==> src/rtl/serial_adder_ctrl.sv <==
// Bit-serial adder controller: steps one full-adder cell over WIDTH cycles,
// LSB first. The operands are latched on an accepted start, the carry is
// kept in a flip-flop, and the sum is assembled in a right-shifting register.
// The result is published with a single-cycle done pulse.
// WIDTH is legal from 1 to 32.
module serial_adder_ctrl #(
  parameter int WIDTH = 8
) (
  input  logic             clk,
  input  logic             rst,
  input  logic             start,
  input  logic [WIDTH-1:0] A,
  input  logic [WIDTH-1:0] B,
  input  logic             Cin,
  output logic             busy,
  output logic             done,
  output logic [WIDTH-1:0] F,
  output logic             Cout,
  output logic             overflow
);

  // One extra counter bit, so the count never wraps inside a legal run.
  localparam int               CW   = $clog2(WIDTH) + 1;
  localparam logic [CW-1:0]    LAST = CW'(WIDTH - 1);

  typedef enum logic [1:0] {
    IDLE,
    RUN,
    DONE
  } state_t;

  state_t           state;
  state_t           state_next;

  logic [WIDTH-1:0] sa;
  logic [WIDTH-1:0] sb;
  logic [WIDTH-1:0] sum_sr;
  logic [WIDTH-1:0] sum_shift;
  logic             c;
  logic [CW-1:0]    cnt;

  logic             s;
  logic             c_next;
  logic             accept;
  logic             last_bit;

  // State register.
  always_ff @(posedge clk or posedge rst) begin
    if (rst) begin
      state <= IDLE;
    end else begin
      // NOTE: sequential state is written with <= so every flop samples
      // its inputs from before the edge, whatever order the blocks run in.
      state <= state_next;
    end
  end

  // Next-state decode and the status outputs derived from the state.
  always_comb begin
    // NOTE: every signal gets a default first so no path through the case
    // leaves one unassigned, which would infer a latch.
    state_next = state;
    busy       = 1'b0;
    done       = 1'b0;
    accept     = 1'b0;
    last_bit   = 1'b0;
    case (state)
      IDLE: begin
        if (start) begin
          accept     = 1'b1;
          state_next = RUN;
        end
      end
      RUN: begin
        busy = 1'b1;
        if (cnt == LAST) begin
          last_bit   = 1'b1;
          state_next = DONE;
        end
      end
      DONE: begin
        busy       = 1'b1;
        done       = 1'b1;
        state_next = IDLE;
      end
      default: begin
        state_next = IDLE;
      end
    endcase
  end

  // The full-adder cell and the sum register with the new bit shifted in at the top.
  always_comb begin
    s         = sa[0] ^ sb[0] ^ c;
    c_next    = (sa[0] & sb[0]) | (c & (sa[0] ^ sb[0]));
    sum_shift = (sum_sr >> 1) | (WIDTH'(s) << (WIDTH - 1));
  end

  // Operand shifters, carry flop, bit counter and the registered results.
  always_ff @(posedge clk or posedge rst) begin
    if (rst) begin
      // NOTE: the datapath registers are few and small, so all of them are
      // cleared. An aborted run then leaves nothing stale behind.
      sa       <= '0;
      sb       <= '0;
      sum_sr   <= '0;
      c        <= 1'b0;
      cnt      <= '0;
      F        <= '0;
      Cout     <= 1'b0;
      overflow <= 1'b0;
    end else begin
      if (accept) begin
        sa     <= A;
        sb     <= B;
        c      <= Cin;
        cnt    <= '0;
        sum_sr <= '0;
      end else if (state == RUN) begin
        sa     <= sa >> 1;
        sb     <= sb >> 1;
        sum_sr <= sum_shift;
        c      <= c_next;
        cnt    <= cnt + 1'b1;
      end
      // On the final bit, c is the carry into the MSB and c_next is the carry out of it.
      if (last_bit) begin
        F        <= sum_shift;
        Cout     <= c_next;
        overflow <= c ^ c_next;
      end
    end
  end

endmodule

==> config.mk <==
export PLATFORM = sky130hd
export DESIGN_NAME = serial_adder_ctrl
export DESIGN_NICKNAME = d
export VERILOG_FILES = /design/src/rtl/serial_adder_ctrl.sv
export SDC_FILE = /design/constraint.sdc
export NUM_CORES = 1
export LEC_CHECK = 0
export CAP_MARGIN = 20
export CORE_MARGIN = 4
export CORE_UTILIZATION = 52
export CTS_CLUSTER_SIZE = 28
export DETAILED_ROUTE_END_ITERATION = 7
export GPL_TIMING_DRIVEN = 0
export PLACE_DENSITY_LB_ADDON = 0.15
export SLEW_MARGIN = 10
export SYNTH_ARGS = -nofsm -noshare
export SYNTH_HDL_FRONTEND = slang
export SYNTH_SLANG_ARGS = --single-unit
==> constraint.sdc <==
create_clock -name clk -period 1.6 [get_ports clk]
set_input_delay 0.32 -clock clk [delete_from_list [all_inputs] [get_ports clk]]
set_output_delay 0.32 -clock clk [all_outputs]
set_load 0.02 [all_outputs]
### Yosys cells after proc, flatten, opt, wreduce, memory -nomap -nowiden

Cells that the tools add are included.

| cells by class | value |
|---|---|
| eq/ne operators | 5 |
| bitwise gates (word level) | 7 |
| reduce and logical (&&, ||, !) cells | 4 |
| add/sub/neg operators | 1 |
| multiplexer cells | 19 |

Operators by type and width:

| operator | count |
|---|---|
| two-way mux 8 bit | 6 |
| two-way mux 1 bit | 8 |
| two-way mux 4 bit | 2 |
| bitwise OR 7 x 8 -> 8 bit | 1 |
| adder 4 x 1 -> 4 bit (second input constant) | 1 |
| equality test 4 x 3 -> 1 bit (second input constant) | 1 |
| two-way mux 2 bit | 2 |
| != test 2 bit (second input constant) | 2 |
| case mux 2 bit (2 select lines) | 1 |
| bitwise XOR 1 bit | 3 |
| bitwise AND 1 bit | 2 |
| equality test 2 x 1 -> 1 bit (second input constant) | 1 |
| equality test 2 bit (second input constant) | 1 |
| zero test 2 bit | 1 |
| AND reduction 2 bit | 1 |
| nonzero test 2 bit | 1 |
| OR reduction 2 bit | 1 |
| bitwise OR 1 bit | 1 |

| storage, ports and cells | value |
|---|---|
| flip-flop bits (word level) | 41 |
| word-level logic and storage cells | 45 |
| bits of input ports | 20 |

### Longest topological paths before layout

Gate-level depths: netlist (run 1).

| logic depth | value |
|---|---|
| depth in word-level cells | 5 |
| depth in mapped cells | 7 |
| gate-level depth less buffers | 5 |

### Worst setup path before layout (run 1)

No wires, ideal clock.

| timing | value |
|---|---|
| kind | register to register |
| start | register state[1] |
| end | register Cout |
| library setup time | 0.125 ns |
| clock period less this slack | 1.390 ns |
| path buffers | 1 |
| data required time | 1.475 ns |
| arrival | 1.265 ns |
| cell stages (with the launch flop) | 6 |
| slack | 0.210 ns |
| cell sequence | dfrtp_1 -> inv_1 -> ha_1 -> nand4b_1 -> buf_4 -> mux2_4 |

| between the ends | value |
|---|---|
| word-level cells in the longest chain between the ends | 2 |

Ends and longest elaborated chain:

| element | RTL line | text |
|---|---|---|
| from (decl) | 32 | `state_t state;` |
| from (signal assigned) | 54 | `state <= state_next;` |
| equality test 2 x 1 -> 1 bit | 67 | `case (state)` |
| two-way mux 1 bit | 67 |  |
| to (signal assigned) | 129 | `Cout <= c_next;` |
| to (decl) | 18 | `output logic Cout,` |

No other way between the ends.
A chain may end at the register's enable or synchronous reset.

### Final worst setup path (run 1)

| timing | value |
|---|---|
| start | register state[0] |
| end | register Cout |

The elaborated chain is that of the path after synthesis.

==> flow_results.xml, run 1 <==
<?xml version="1.0" encoding="UTF-8"?>
<metrics>
  <group name="run_status">
    <metric name="outcome" unit="">complete, no violations</metric>
  </group>
  <group name="cts">
    <metric name="tritoncts_num_sinks" unit="">40</metric>
    <metric name="cts_made_buffers" unit="">5</metric>
    <metric name="clk_root_buffer_cell" unit="">sky130_fd_sc_hd__clkbuf_4</metric>
    <metric name="cts.hold.buffers_added" unit="">0</metric>
    <metric name="clkTransAtPathRegs" unit="ns">0.12</metric>
    <metric name="worst_skew_pair_later_pin_latency" unit="ns">0.34</metric>
    <metric name="cts_max_path_buffers" unit="">2</metric>
    <metric name="ctsHtreeMaxLevel" unit="">2</metric>
    <metric name="cts_tree" unit="">done</metric>
  </group>
  <group name="timing">
    <metric name="final-setup-viol-count" unit="">0</metric>
    <metric name="holdWs" unit="ns">0.449</metric>
    <metric name="layout_setup_ws" unit="ns">0.0355</metric>
    <metric name="max_freq" unit="GHz">0.639</metric>
    <metric name="period_minus_slack" unit="ns">1.56</metric>
    <metric name="timing.final.crit_share" unit="%">97.8</metric>
    <metric name="fin_worst_skew" unit="ns">0.0106</metric>
    <metric name="finalMaxSlewViolations" unit="">0</metric>
    <metric name="worst_slew_margin" unit="%">44.9</metric>
    <metric name="finalHoldViolCount" unit="">0</metric>
    <metric name="setup-tns-final" unit="ns">0</metric>
    <metric name="worst_slew_pin_slew" unit="ns">0.825</metric>
    <metric name="grt_setup_unrepaired" unit="">yes</metric>
  </group>
  <group name="routing">
    <metric name="vias" unit="">1219</metric>
    <metric name="drtPass1Iterations" unit="">4</metric>
    <metric name="ant_nets" unit="">0</metric>
    <metric name="wire_per_inst" unit="µm">13.3</metric>
    <metric name="remaining_drcs" unit="">0</metric>
    <metric name="detail_route.iter0.violations" unit="">64</metric>
    <metric name="vias_per_cell" unit="">5.12</metric>
    <metric name="routed_wirelength" unit="mm">3.18</metric>
  </group>
  <group name="global_route">
    <metric name="global_route_track_usage_on_met2" unit="%">27.0</metric>
    <metric name="global_route_wire_length_before_repair" unit="mm">5.62</metric>
    <metric name="first_global_vias" unit="">1260</metric>
    <metric name="global_route.usage.met1" unit="%">20.9</metric>
    <metric name="globalRoute.totalOverflow" unit="">0</metric>
    <metric name="groute.usage.overall" unit="%">16.8</metric>
    <metric name="grt-busiest-layer" unit="">met2</metric>
    <metric name="number_of_antenna_violations_at_the_first_check_in_global_routing" unit="">0</metric>
    <metric name="use_met3" unit="%">5.99</metric>
    <metric name="grt_max_degree" unit="">41</metric>
  </group>
  <group name="critical_path">
    <metric name="crit_cells" unit="">5</metric>
    <metric name="setup_crit_start_kind" unit="">flip-flop</metric>
    <metric name="worstPathBufferInverterCount" unit="">2</metric>
    <metric name="reg2reg_depth" unit="">5</metric>
    <metric name="timing.critical_path.max_delay_family" unit="">flip-flops</metric>
    <metric name="required" unit="ns">1.83</metric>
    <metric name="crit_type" unit="">reg -&gt; reg</metric>
    <metric name="arrival_time_at_the_worst_endpoint" unit="ns">1.79</metric>
    <metric name="critical-path-max-stage-delay" unit="ns">0.40</metric>
    <metric name="timing.critical_path.fanout_max" unit="">10</metric>
    <metric name="end_kind" unit="">flip-flop</metric>
    <metric name="cp_cell_sequence" unit="">buf_4 &gt; ha_1 &gt; nand4b_1 &gt; buf_6 &gt; mux2_4</metric>
    <metric name="rr_endpoint" unit="">Cout</metric>
    <metric name="reg2reg_setup_slack" unit="ns">0.04</metric>
    <metric name="r2r-start" unit="">state[0]</metric>
    <metric name="critical-path-slowest-cell" unit="">sky130_fd_sc_hd__dfrtp_1</metric>
  </group>
  <group name="logic_synthesis">
    <metric name="combinational_family_with_the_most_area_after_synthesis" unit="">multiplexers</metric>
    <metric name="synth-xor-area-share" unit="%">1.92</metric>
    <metric name="synthCells" unit="">153</metric>
    <metric name="post_synth_num_cell_types" unit="">24</metric>
    <metric name="synthesis.area" unit="mm²">0.00183</metric>
    <metric name="sequential_element_share_of_the_synthesized_area" unit="%">54.8</metric>
    <metric name="synth.mux.area_fraction" unit="%">20.4</metric>
    <metric name="synth-compound-area-share" unit="%">5.89</metric>
    <metric name="synth_simple_gate_area_share" unit="%">8.77</metric>
    <metric name="synth-adder-area-share" unit="%">4.52</metric>
    <metric name="ys.warnings.count" unit="">0</metric>
    <metric name="net_count_after_synthesis" unit="">179</metric>
    <metric name="synth.ff_latch_count" unit="">40</metric>
    <metric name="synth.avg_cell_area" unit="µm²">11.9</metric>
  </group>
  <group name="layout">
    <metric name="antenna-diode-count" unit="">0</metric>
    <metric name="layout.cells.most_common" unit="">sky130_fd_sc_hd__dfrtp_1</metric>
    <metric name="syn_to_final_growth" unit="%">22.3</metric>
    <metric name="final.fill_count" unit="">307</metric>
    <metric name="final_area" unit="mm²">0.00223</metric>
    <metric name="mostFrequentLayoutCells" unit="">sky130_fd_sc_hd__dfrtp_1 (40), sky130_fd_sc_hd__mux2i_1 (23), sky130_fd_sc_hd__nand2_1 (19), sky130_fd_sc_hd__clkdlybuf4s50_1 (19), sky130_fd_sc_hd__o21ai_1 (18)</metric>
    <metric name="drive_gt1_share" unit="%">15.1</metric>
    <metric name="final_nets" unit="">218</metric>
  </group>
  <group name="power_and_ir_drop">
    <metric name="pwr_density_cell" unit="mW/mm²">1690</metric>
    <metric name="power_report.internal_total" unit="mW">2.38</metric>
    <metric name="clock_power_share" unit="%">12.3</metric>
    <metric name="netSwitchingFraction" unit="%">37.1</metric>
    <metric name="leakage_power_total" unit="nW">1.14</metric>
    <metric name="power.ir.vdd_worst" unit="mV">0.920</metric>
    <metric name="comb_power_share" unit="%">44.3</metric>
    <metric name="switchingPower" unit="mW">1.40</metric>
    <metric name="power.share.sequential" unit="%">43.5</metric>
  </group>
  <group name="floorplan">
    <metric name="chipHeight" unit="µm">67.3</metric>
    <metric name="rows" unit="">21</metric>
    <metric name="floorplan.core_area" unit="mm²">0.00336</metric>
    <metric name="initial_utilization" unit="%">54.3</metric>
    <metric name="die_width" unit="µm">67.3</metric>
    <metric name="pin_count" unit="">32</metric>
    <metric name="die_area" unit="mm²">0.00453</metric>
  </group>
  <group name="job">
    <metric name="max_cap_violations" unit="">0</metric>
  </group>
  <group name="placed_design">
    <metric name="post-place-ws" unit="ns">-0.0366</metric>
    <metric name="placement.cell_area" unit="mm²">0.00219</metric>
    <metric name="gp_routability_congestion" unit="">0.755</metric>
    <metric name="dp_hpwl" unit="mm">2.31</metric>
    <metric name="io_buffer_count" unit="">31</metric>
  </group>
  <group name="hold_path">
    <metric name="min_delay_path_class" unit="">in -&gt; async</metric>
  </group>
</metrics>
[layer usage]
metal  wire length [µm]  share of wire (%)  vias to the layer above
met4                 43                1.4                        0
li1                   -                  -                      593
met2               1580                 50                       30
met5                  0                  0                        -
met3                161                5.1                        5
met1               1390                 44                      591
[worst reg2reg max path: stages, from the launching register on]
cell and delay, ns:
sky130_fd_sc_hd__dfrtp_1 0.40, sky130_fd_sc_hd__buf_4 0.14, sky130_fd_sc_hd__ha_1 0.25, sky130_fd_sc_hd__nand4b_1 0.16
sky130_fd_sc_hd__buf_6 0.19, sky130_fd_sc_hd__mux2_4 0.31
[logic make-up (layout without fill, tap and decap cells)]
kind of cell	after synthesis	after routing
buffers and inverters	12	51
flip-flops	40	40
AO/OA/AOI/OAI	21	21
adder cells (fa/ha/maj)	6	6
AND/OR/NAND/NOR	37	37
multiplexers	33	33
XOR/XNOR	4	4
[area by class of cell]
class	count	area (µm²)	share of cell area (%)
multi-input combinational	101	758	33.9
timing repair buffer	32	295	13.2
inverter	3	11.3	0.504
clock inverter	1	5.00	0.224
sequential	40	1000	44.8
tap	46	57.6	2.58
buffer	9	63.8	2.86
clock buffer	6	41.3	1.85
[state kept, by name, summed over array words and instances, names as in the netlist]
name,cells
sb,8
sum_sr,7
F,8
Cout,1
cnt,4
overflow,1
c,1
sa,8
state,2
[worst max-delay path by stage]
stage	startpoint	endpoint	slack (ns)
after global routing	state[0]	busy	-0.03
after CTS	state[0]	done	0.0004
after floorplan	state[1]	Cout	0.21
after detailed placement	state[0]	busy	-0.04
final	state[0]	Cout	0.04
after global placement	rst	sa[4]	-0.43
[per-stage QoR]
step                instances  total power [mW]  util (%)
global route              238              4.12      66.4
floorplan                 153              2.89         -
global placement          230              3.32      65.3
detailed placement        230              3.40      65.3
CTS                       238              3.82      66.3
finish                    238              3.79      66.4
[cells in the mapped netlist]
cell type / count / area [µm²]
sky130_fd_sc_hd__mux2_1: 2 / 22.5
sky130_fd_sc_hd__nor2b_1: 1 / 6.26
sky130_fd_sc_hd__ha_1: 5 / 62.6
sky130_fd_sc_hd__o21ai_1: 18 / 90.1
sky130_fd_sc_hd__buf_2: 6 / 30.0
sky130_fd_sc_hd__nand2b_1: 2 / 12.5
sky130_fd_sc_hd__mux2i_1: 23 / 230
sky130_fd_sc_hd__buf_4: 2 / 15.0
sky130_fd_sc_hd__inv_1: 3 / 11.3
sky130_fd_sc_hd__nand4_1: 1 / 6.26
sky130_fd_sc_hd__o21a_1: 1 / 7.51
sky130_fd_sc_hd__xnor2_1: 2 / 17.5
sky130_fd_sc_hd__dfrtp_1: 40 / 1000
sky130_fd_sc_hd__fa_1: 1 / 20.0
sky130_fd_sc_hd__mux2_4: 8 / 120
sky130_fd_sc_hd__and2_1: 1 / 6.26
sky130_fd_sc_hd__nand3b_1: 1 / 7.51
sky130_fd_sc_hd__nor2_1: 11 / 41.3
sky130_fd_sc_hd__nand4b_1: 1 / 8.76
sky130_fd_sc_hd__xor2_1: 2 / 17.5
sky130_fd_sc_hd__a21oi_1: 1 / 5.00
sky130_fd_sc_hd__o21ai_0: 1 / 5.00
sky130_fd_sc_hd__nand2_1: 19 / 71.3
sky130_fd_sc_hd__buf_6: 1 / 11.3
[power by group through the flow]
stage / combinational, mW / clock (mW) / sequential (mW)
floorplan: 1.19 / 0 / 1.70
global route: 1.89 / 0.529 / 1.70
finish: 1.68 / 0.464 / 1.65
global placement: 1.67 / 0 / 1.65
detailed placement: 1.73 / 0 / 1.67
CTS: 1.69 / 0.484 / 1.65
[what timing repair did]
item / 4_1_cts / 5_1_grt
setup buffers: 1 / 0
endpoints found under the setup margin: 12 / 13
gates resized for setup: 18 / 3
pin swaps: 0 / 0
(Power assumes the default switching activity.)
==> run 2, diff against run 1 <==
MAX_ROUTING_LAYER = met4   (was unset)
SLEW_MARGIN = unset   (was 10)
==> run 2 against run 1 <==
Net effect:
- worst hold slack lost 0.0010 ns
- core utilization is the same
- combinational power is essentially flat
- final cell count is the same
- clock skew is essentially flat
- fmax is essentially flat
- critical path type unchanged
- largest cell class unchanged
- largest power group unchanged
==> flow_results.xml, run 2 (same netlist as run 1, synthesis figures left out) <==
<?xml version="1.0" encoding="UTF-8"?>
<metrics>
  <group name="routing">
    <metric name="wire_per_inst" unit="µm">13.4</metric>
    <metric name="drtPass1Iterations" unit="">4</metric>
    <metric name="remaining_drcs" unit="">0</metric>
    <metric name="vias_per_cell" unit="">5.12</metric>
    <metric name="detail_route.iter0.violations" unit="">61</metric>
    <metric name="ant_nets" unit="">0</metric>
    <metric name="routed_wirelength" unit="mm">3.19</metric>
    <metric name="vias" unit="">1219</metric>
  </group>
  <group name="cts">
    <metric name="ctsHtreeMaxLevel" unit="">2</metric>
    <metric name="cts_made_buffers" unit="">5</metric>
    <metric name="tritoncts_num_sinks" unit="">40</metric>
    <metric name="cts_max_path_buffers" unit="">2</metric>
    <metric name="clk_root_buffer_cell" unit="">sky130_fd_sc_hd__clkbuf_4</metric>
    <metric name="cts_tree" unit="">done</metric>
    <metric name="worst_skew_pair_later_pin_latency" unit="ns">0.34</metric>
    <metric name="clkTransAtPathRegs" unit="ns">0.12</metric>
  </group>
  <group name="global_route">
    <metric name="globalRoute.totalOverflow" unit="">0</metric>
    <metric name="first_global_vias" unit="">1260</metric>
    <metric name="global_route_wire_length_before_repair" unit="mm">5.63</metric>
    <metric name="groute.usage.overall" unit="%">17.3</metric>
    <metric name="number_of_antenna_violations_at_the_first_check_in_global_routing" unit="">0</metric>
    <metric name="grt_max_degree" unit="">41</metric>
  </group>
  <group name="layout">
    <metric name="antenna-diode-count" unit="">0</metric>
    <metric name="finish.utilization" unit="%">66.4</metric>
    <metric name="multi_input_gate_area" unit="µm²">758</metric>
    <metric name="layout.cells.most_common" unit="">sky130_fd_sc_hd__dfrtp_1</metric>
    <metric name="top_regs" unit="">F (8), sa (8), sb (8)</metric>
    <metric name="mostFrequentLayoutCells" unit="">sky130_fd_sc_hd__dfrtp_1 (40), sky130_fd_sc_hd__mux2i_1 (23), sky130_fd_sc_hd__nand2_1 (19), sky130_fd_sc_hd__clkdlybuf4s50_1 (19), sky130_fd_sc_hd__o21ai_1 (18)</metric>
    <metric name="drive_gt1_share" unit="%">15.1</metric>
    <metric name="register_area" unit="mm²">0.00100</metric>
    <metric name="final_nets" unit="">218</metric>
    <metric name="syn_to_final_growth" unit="%">22.3</metric>
    <metric name="final.fill_count" unit="">307</metric>
  </group>
  <group name="timing">
    <metric name="grt_setup_unrepaired" unit="">yes</metric>
    <metric name="layout_setup_ws" unit="ns">0.0355</metric>
    <metric name="timing.final.crit_share" unit="%">97.8</metric>
    <metric name="finalHoldViolCount" unit="">0</metric>
    <metric name="max_freq" unit="GHz">0.639</metric>
    <metric name="worst_slew_pin_slew" unit="ns">0.825</metric>
    <metric name="period_minus_slack" unit="ns">1.56</metric>
    <metric name="final-setup-viol-count" unit="">0</metric>
    <metric name="fin_worst_skew" unit="ns">0.0106</metric>
    <metric name="finalMaxSlewViolations" unit="">0</metric>
    <metric name="worst_slew_margin" unit="%">44.9</metric>
  </group>
  <group name="floorplan">
    <metric name="rows" unit="">21</metric>
    <metric name="die_area" unit="mm²">0.00453</metric>
    <metric name="floorplan.core_area" unit="mm²">0.00336</metric>
    <metric name="die_width" unit="µm">67.3</metric>
    <metric name="chipHeight" unit="µm">67.3</metric>
    <metric name="pin_count" unit="">32</metric>
    <metric name="initial_utilization" unit="%">54.3</metric>
  </group>
  <group name="power_and_ir_drop">
    <metric name="p_total" unit="mW">3.79</metric>
    <metric name="leakage_power_total" unit="nW">1.14</metric>
    <metric name="pwr_density_cell" unit="mW/mm²">1700</metric>
    <metric name="power.ir.vdd_worst" unit="mV">0.919</metric>
  </group>
  <group name="placed_design">
    <metric name="io_buffer_count" unit="">31</metric>
    <metric name="post-place-ws" unit="ns">-0.0366</metric>
    <metric name="gp_routability_congestion" unit="">0.765</metric>
    <metric name="dp_hpwl" unit="mm">2.31</metric>
  </group>
  <group name="critical_path">
    <metric name="crit_type" unit="">reg -&gt; reg</metric>
    <metric name="timing.critical_path.fanout_max" unit="">10</metric>
    <metric name="arrival_time_at_the_worst_endpoint" unit="ns">1.79</metric>
    <metric name="end_kind" unit="">flip-flop</metric>
    <metric name="required" unit="ns">1.83</metric>
    <metric name="setup_crit_start_kind" unit="">flip-flop</metric>
  </group>
  <group name="hold_path">
    <metric name="min_delay_path_class" unit="">in -&gt; async</metric>
  </group>
  <group name="run_status">
    <metric name="outcome" unit="">complete, no violations</metric>
  </group>
  <group name="job">
    <metric name="max_cap_violations" unit="">0</metric>
  </group>
</metrics>
## run 2: power breakdown
part | switching, mW | leakage, nW | internal [mW]
clock network | 0.303 | 0.0281 | 0.162
registers | 0.247 | 0.523 | 1.40
logic | 0.856 | 0.587 | 0.820
total | 1.41 | 1.14 | 2.38
## run 2: critical path, stage by stage (launching register included)
cell and delay (ns):
sky130_fd_sc_hd__dfrtp_1 0.40, sky130_fd_sc_hd__buf_4 0.14, sky130_fd_sc_hd__ha_1 0.25, sky130_fd_sc_hd__nand4b_1 0.16
sky130_fd_sc_hd__buf_6 0.19, sky130_fd_sc_hd__mux2_4 0.31
## run 2: cell type report
type | instances | area share (%)
Multi-Input combinational cell | 101 | 33.9
Clock buffer | 6 | 1.85
Tap cell | 46 | 2.58
Clock inverter | 1 | 0.224
Sequential cell | 40 | 44.8
Buffer | 9 | 2.86
Timing Repair Buffer | 32 | 13.2
Inverter | 3 | 0.504
## run 2: path summary, 6_finish.rpt
| path | from | to | slack, ns | depth (start not counted) |
|---|---|---|---|---|
| max | state[0] | Cout | 0.04 | 5 |
| min | rst | sb[0] | 0.45 | 2 |
| max reg2reg | state[0] | Cout | 0.04 | 5 |
| min reg2reg | F[7] | F[7] | 0.51 | 1 |
| max in group asynchronous | rst | state[1] | 0.63 | 2 |
| min in group clk | A[3] | sa[3] | 0.50 | 3 |
## run 2: per-layer routing
layer / part of all wire (%) / GRT usage [%]
met1: 44 / 20.9
met5: 0 / -
met4: 1.4 / 6.08
met2: 50 / 27.0
met3: 4.8 / 5.99
## run 2: what timing repair did
| item | in CTS | in global routing |
|---|---|---|
| setup endpoints to repair | 12 | 13 |
| pin swaps | 0 | 0 |
| setup buffers | 1 | 0 |
| resized for setup | 18 | 3 |
| cloned | 0 | 0 |
| hold buffers | 0 | 0 |
## run 2: metrics by stage
stage                     hold slack, ns  instance area, µm²  std cells  setup TNS [ns]
after floorplan                    0.442                1830        153               0
after global placement             0.470                2190        230          -17.04
after detailed placement           0.497                2190        230         -0.0366
after CTS                          0.472                2230        238               0
after global routing               0.482                2230        238          -0.205
final                              0.448                2230        238               0
